`config.mk`:
```
export PLATFORM = sky130hd
export DESIGN_NAME = mem_bus_arbiter
export DESIGN_NICKNAME = d
export VERILOG_FILES = /design/src/rtl/comproc_mem_pkg.sv /design/src/rtl/rr_pick2.sv /design/src/rtl/mem_bus_arbiter.sv
export SDC_FILE = /design/constraint.sdc
export NUM_CORES = 1
export LEC_CHECK = 0
export CORE_UTILIZATION = 40
export CTS_BUF_LIST = sky130_fd_sc_hd__clkbuf_4 sky130_fd_sc_hd__clkbuf_8
export DETAILED_ROUTE_END_ITERATION = 12
export PLACE_DENSITY = 0.78
export SLEW_MARGIN = 20
export SYNTH_ARGS = -nofsm -noshare
export SYNTH_HDL_FRONTEND = slang
export SYNTH_HIERARCHICAL = 1
export SYNTH_SLANG_ARGS = --single-unit
```
`constraint.sdc`:
```
create_clock -name clk -period 1.4 [get_ports clk]
set_clock_uncertainty 0.1 [all_clocks]
set_input_delay 0.28 -clock clk [delete_from_list [all_inputs] [get_ports clk]]
set_output_delay 0.28 -clock clk [all_outputs]
set_load 0.02 [all_outputs]
```
`src/rtl/comproc_mem_pkg.sv`:
```
// Shared types and constants for the data-memory side of the processor:
// arbiter state encoding, reserved addresses and requester identifiers.
package comproc_mem_pkg;

    typedef enum logic [1:0] {
        IDLE   = 2'd0,
        ACCESS = 2'd1,
        WAIT   = 2'd2,
        RESP   = 2'd3
    } arb_state_t;

    // Reserved addresses, also used by the I/O decoder.
    localparam logic [7:0] ADDR_NULL = 8'h00;
    localparam logic [7:0] ADDR_UART = 8'h01;

    typedef logic [0:0] req_id_t;

    // One-hot completion vector for a requester id.
    function automatic logic [1:0] id_onehot(input req_id_t id);
        logic [1:0] vec;
        if (id == 1'b1) begin
            vec = 2'b10;
        end else begin
            vec = 2'b01;
        end
        return vec;
    endfunction

endpackage

```
`src/rtl/rr_pick2.sv`:
```
// Two-way round-robin selector: a lone request wins outright, a tie goes to
// the requester that was not served last.
module rr_pick2
    import comproc_mem_pkg::*;
(
    input  logic [1:0] req,
    input  req_id_t    last_grant,
    output logic       grant_valid,
    output req_id_t    grant_id
);

    // Choose the winner from the current request vector and grant history.
    always_comb begin
        grant_valid = 1'b0;
        grant_id    = 1'b0;
        case (req)
            2'b01: begin
                grant_valid = 1'b1;
                grant_id    = 1'b0;
            end
            2'b10: begin
                grant_valid = 1'b1;
                grant_id    = 1'b1;
            end
            2'b11: begin
                grant_valid = 1'b1;
                grant_id    = ~last_grant;
            end
            default: begin
                grant_valid = 1'b0;
                grant_id    = 1'b0;
            end
        endcase
    end

endmodule

```
`src/rtl/mem_bus_arbiter.sv`:
```
// Shares the single data-memory port between the CPU load/store path
// (requester 0) and a secondary master (requester 1). One transaction at a
// time, round-robin on contention, address 00h is never written and reads
// back as 00h.
module mem_bus_arbiter
    import comproc_mem_pkg::*;
#(
    parameter int ADDR_W     = 8,
    parameter int DATA_W     = 8,
    parameter int RD_LATENCY = 1
) (
    input  logic              clk,
    input  logic              rst,
    input  logic [1:0]        req,
    input  logic [1:0]        we,
    input  logic [ADDR_W-1:0] addr0,
    input  logic [ADDR_W-1:0] addr1,
    input  logic [DATA_W-1:0] wdata0,
    input  logic [DATA_W-1:0] wdata1,
    output logic [1:0]        ack,
    output logic [DATA_W-1:0] rdata,
    output logic              busy,
    output logic [ADDR_W-1:0] mem_addr,
    output logic              mem_wr,
    output logic [DATA_W-1:0] mem_wdata,
    input  logic [DATA_W-1:0] mem_rdata
);

    localparam int                CNT_W     = 2;
    localparam logic [CNT_W-1:0]  LAT_INIT  = CNT_W'(RD_LATENCY);
    localparam logic [ADDR_W-1:0] NULL_ADDR = ADDR_W'(ADDR_NULL);

    arb_state_t        state_r;
    req_id_t           last_grant_r;
    req_id_t           grant_id_r;
    logic              lat_we_r;
    logic [CNT_W-1:0]  cnt_r;
    logic [1:0]        ack_r;
    logic [DATA_W-1:0] rdata_r;
    logic              busy_r;
    logic [ADDR_W-1:0] mem_addr_r;
    logic              mem_wr_r;
    logic [DATA_W-1:0] mem_wdata_r;

    logic              pick_valid_s;
    req_id_t           pick_id_s;
    logic [ADDR_W-1:0] sel_addr_s;
    logic [DATA_W-1:0] sel_wdata_s;
    logic              sel_we_s;

    rr_pick2 u_pick (
        .req         (req),
        .last_grant  (last_grant_r),
        .grant_valid (pick_valid_s),
        .grant_id    (pick_id_s)
    );

    // Route the would-be winner's address, data and direction to the latch.
    always_comb begin
        sel_addr_s  = addr0;
        sel_wdata_s = wdata0;
        sel_we_s    = we[0];
        if (pick_id_s == 1'b1) begin
            sel_addr_s  = addr1;
            sel_wdata_s = wdata1;
            sel_we_s    = we[1];
        end else begin
            sel_addr_s  = addr0;
            sel_wdata_s = wdata0;
            sel_we_s    = we[0];
        end
    end

    // Transaction FSM; mem_addr_r doubles as the latched request address and
    // is driven to the memory straight from the grant edge.
    always_ff @(posedge clk) begin
        if (!rst) begin
            state_r      <= IDLE;
            last_grant_r <= 1'b1;
            grant_id_r   <= 1'b0;
            lat_we_r     <= 1'b0;
            cnt_r        <= {CNT_W{1'b0}};
            ack_r        <= 2'b00;
            rdata_r      <= {DATA_W{1'b0}};
            busy_r       <= 1'b0;
            mem_addr_r   <= {ADDR_W{1'b0}};
            mem_wr_r     <= 1'b0;
            mem_wdata_r  <= {DATA_W{1'b0}};
        end else begin
            case (state_r)
                IDLE: begin
                    if (pick_valid_s) begin
                        state_r      <= ACCESS;
                        busy_r       <= 1'b1;
                        grant_id_r   <= pick_id_s;
                        last_grant_r <= pick_id_s;
                        lat_we_r     <= sel_we_s;
                        mem_addr_r   <= sel_addr_s;
                        mem_wdata_r  <= sel_wdata_s;
                        mem_wr_r     <= sel_we_s && (sel_addr_s != NULL_ADDR);
                    end else begin
                        state_r <= IDLE;
                        busy_r  <= 1'b0;
                    end
                end
                ACCESS: begin
                    mem_wr_r <= 1'b0;
                    if (lat_we_r) begin
                        state_r <= RESP;
                        ack_r   <= id_onehot(grant_id_r);
                    end else begin
                        state_r <= WAIT;
                        cnt_r   <= LAT_INIT;
                    end
                end
                WAIT: begin
                    if (cnt_r == 2'd1) begin
                        state_r <= RESP;
                        ack_r   <= id_onehot(grant_id_r);
                        if (mem_addr_r == NULL_ADDR) begin
                            rdata_r <= {DATA_W{1'b0}};
                        end else begin
                            rdata_r <= mem_rdata;
                        end
                    end else begin
                        cnt_r <= cnt_r - 2'd1;
                    end
                end
                RESP: begin
                    state_r <= IDLE;
                    ack_r   <= 2'b00;
                    busy_r  <= 1'b0;
                end
                default: begin
                    state_r  <= IDLE;
                    ack_r    <= 2'b00;
                    busy_r   <= 1'b0;
                    mem_wr_r <= 1'b0;
                end
            endcase
        end
    end

    assign ack       = ack_r;
    assign rdata     = rdata_r;
    assign busy      = busy_r;
    assign mem_addr  = mem_addr_r;
    assign mem_wr    = mem_wr_r;
    assign mem_wdata = mem_wdata_r;

endmodule

```
==> results.py <==
metrics = {
    "power_and_ir_drop": {
        "static_leakage_power_nw": 1.401,
        "total_power_mw": 6.002,
        "power_density_over_the_cells_mw_per_mm2": 1771,
        "vdd.ir_drop.worst_v": 0.001250,
    },
    "synthesis": {
        "netlist.area_leader.share_pct": 37.41,
        "synth-warning-count": 6,
        "syn_nets": 249,
        "netlist_instances": 198,
        "synth_cell_type_count": 39,
        "synth_area_sq_mm": 0.001873,
        "synth_seq_cells": 35,
        "ys_top_cells_by_area": "dfxtp_1, mux2i_1, a211oi_2",
        "post_synth.cell_area_avg_sq_um": 9.460,
        "synthDominantAreaCellType": "dfxtp_1",
        "yosysSeqAreaShare_pct": 37.41,
    },
    "sta": {
        "hold_viol": 0,
        "finalWorstPathRequiredPeriod_ps": 1411,
        "maxClockFrequency_mhz": 709.0,
        "post-route-worst-setup-slack_ps": -10.51,
        "grt_setup_unrepaired": "yes",
        "fin_worst_hold_slack_ps": 389.2,
        "finalSetupViolCount": 1,
        "maxSlewHeadroom_pct": 75.54,
        "number_of_pins_with_negative_max_slew_slack_in_the_final_report": 0,
        "max_slew.worst_pin.slew_ps": 363.6,
        "fin_crit_sh_pct": 100.8,
    },
    "clock_network": {
        "cts.clk_slew.worst_paths_ps": 80,
        "cts_tree": "yes",
        "htreeDepth": 2,
        "postCtsHoldBufs": 0,
        "cts_made_buffers": 5,
        "tritoncts_num_sinks": 35,
        "cts-root-buf": "clkbuf_8",
        "clk_path_buf_depth": 2,
        "worst_skew_pair.late_latency_ps": 290,
    },
    "cells_and_area": {
        "most_frequent_standard_cell_in_the_layout_excluding_fill_and_tap_cells": "clkdlybuf4s50_1",
        "finish.cell_count_without_fillers": 363,
        "nets_final": 361,
        "final_design_area_no_fill_sq_mm": 0.003388,
        "fraction_of_final_layout_cells_with_drive_strength_greater_than_1_pct": 39.55,
        "n_antenna_cell": 0,
        "area_delta_synth_final_pct": 80.90,
        "layout.cells.most_common_list": "clkdlybuf4s50_1, dlygate4sd2_1, dfxtp_1, buf_4, a211oi_2",
    },
    "detailed_routing": {
        "via_per_inst": 5.507,
        "detail_route.first_pass.iterations": 4,
        "postRouteWirelength_um": 6426,
        "drc": 0,
        "route.antenna.remaining_nets": 0,
        "detailedRoute.firstIterationViolations": 136,
        "avgRoutedWirePerCell_um": 17.70,
        "routed_via_count": 1999,
    },
    "critical_path": {
        "timing.critical_path.slowest_cell_delay_ps": 400,
        "timing.critical_path.slowest_stage_cell": "dfxtp_4",
        "worstPathCellList": "inv_4 -> ha_4 -> nor2b_2 -> o31ai_1 -> a21oi_1",
        "cp.arrival_ps": 1480,
        "crit_end_element": "flop",
        "cp.required_ps": 1470,
        "startpoint_type": "flop",
        "worstReg2RegStart": "state_r[0]$_SDFFE_PN0P_",
        "worst-setup-path-type": "flop to flop",
        "critical_path.top_delay_family": "flip-flops",
        "cp_startpoint": "state_r[0]$_SDFFE_PN0P_",
        "worstPathBufferInverterCount": 1,
        "timing.critical_path.fanout_max": 4,
    },
    "floorplan": {
        "initial_core_util_pct": 42.43,
        "dieWidth_um": 70.43,
        "die_h_um": 70.43,
        "coreArea_sq_mm": 0.004414,
        "rows": 24,
        "pin_count": 74,
        "dieArea_sq_mm": 0.004960,
    },
    "placement": {
        "place_hpwl_um": 3614,
        "gp_congestion": 0.8132,
        "placedInstanceArea_sq_mm": 0.002913,
        "port_buffers": 73,
        "placed_cells": 344,
        "post-place-ws_ps": -520.3,
    },
    "grt": {
        "first_global_vias": 1976,
        "wire_length_of_the_first_global_routing_pass_um": 9480,
        "grt_max_degree": 19,
        "number_of_antenna_violations_at_the_first_check_in_global_routing": 0,
        "grt_util_all_layers_pct": 24.30,
        "grt-ovfl-total": 0,
    },
    "hold_path": {
        "worstHoldStart": "ack[0]$_SDFFE_PN0P_",
        "hold_path.class": "flop to flop",
    },
    "run_status": {
        "run_status": "finished with violations",
        "failing_checks": "setup timing",
    },
    "job": {
        "maxcap_violations": 0,
    },
}
## cells in the mapped netlist, drive strengths merged
cell and count:
nor4bb 1, o311a 1, o21a 8, a211oi 16, nand2b 4, nand4 2, and2 9, nor3b 2
nor4 6, a21oi 16, buf 11, nand4b 1, a21boi 1, a221oi 1, or2 1, nand2 8
nor2 20, clkbuf 2, nand3 9, inv 7, o21ai 2, ha 5, nor2b 3, nand3b 1
o31ai 2, o31a 1, mux2 1, dfxtp 35, mux2i 17, a31oi 2, a211o 3
## what timing repair did
action / CTS / global route
cloned: 3 / 3
setup buffers: 7 / 0
setup endpoints to repair: 54 / 33
pin swaps: 3 / 19
gates resized for setup: 52 / 46
## logic make-up (layout without fill, tap and decap cells)
group / after synthesis / after routing / synth area share [%]
and+or+nand+nor: 67 / 70 / 20.31
adders and majority gates: 5 / 5 / 3.340
DFF: 35 / 35 / 37.41
buffers and inverters: 20 / 130 / 6.879
AOI/OAI and AO/OA: 53 / 53 / 22.38
muxes: 18 / 18 / 9.686
## layout make-up
| type | instances | area (sq um) |
|---|---|---|
| Inverter | 7 | 28.78 |
| Tap cell | 52 | 65.06 |
| Clock inverter | 3 | 15.01 |
| Fill cell | 285 | 1026 |
| Clock buffer | 5 | 68.82 |
| Sequential cell | 35 | 713.2 |
| Multi-Input combinational cell | 146 | 1360 |
| Timing Repair Buffer | 115 | 1137 |
## metal layers
metal | global-route usage, % | routed length (um) | share of wire [%]
met5 | 0 | 0 | 0
met4 | 9.333 | 144 | 2.2
met3 | 4.473 | 398 | 6.2
met2 | 41.06 | 3231 | 50
met1 | 30.37 | 2651 | 41
## path summary, 6_finish.rpt
kind / end / slack [ps] / cells after the start
min: ack[0]$_SDFFE_PN0P_ / 390 / 2
min reg2reg: ack[0]$_SDFFE_PN0P_ / 390 / 2
max: ack[1]$_SDFFE_PN0P_ / -10 / 5
max reg2reg: ack[1]$_SDFFE_PN0P_ / -10 / 5
## metrics by stage
step / setup TNS, ps / utilization (%)
after CTS: -9.465 / 71.57
after global routing: -351.6 / 76.76
after global placement: -8970 / 65.99
after floorplan: -375.9 / -
after detailed placement: -9783 / 65.99
final: -10.51 / 76.76
## registers in the layout, summed over array words and instances, names as in the netlist
register and cells:
busy 1, last_grant_r 1, rdata 8, ack 2
cnt_r 2, mem_wdata 8, state_r 2, grant_id_r 1
mem_addr 8, mem_wr 1, lat_we_r 1
## tightest hold or removal path: cells and delay by family (launching register included)
| family | cells | cell delay [ps] |
|---|---|---|
| AOI/OAI and AO/OA | 2 | 120 |
| DFF | 1 | 320 |
## power breakdown
part / switching [mW] / internal (mW) / leakage (nW) / total, mW
registers: 0.227 / 1.32 / 0.291 / 1.55
clock network: 0.386 / 0.341 / 0.0477 / 0.727
logic: 1.91 / 1.82 / 1.06 / 3.73
total: 2.52 / 3.48 / 1.40 / 6.00
Note: power is estimated with default switching activity, not from simulation.
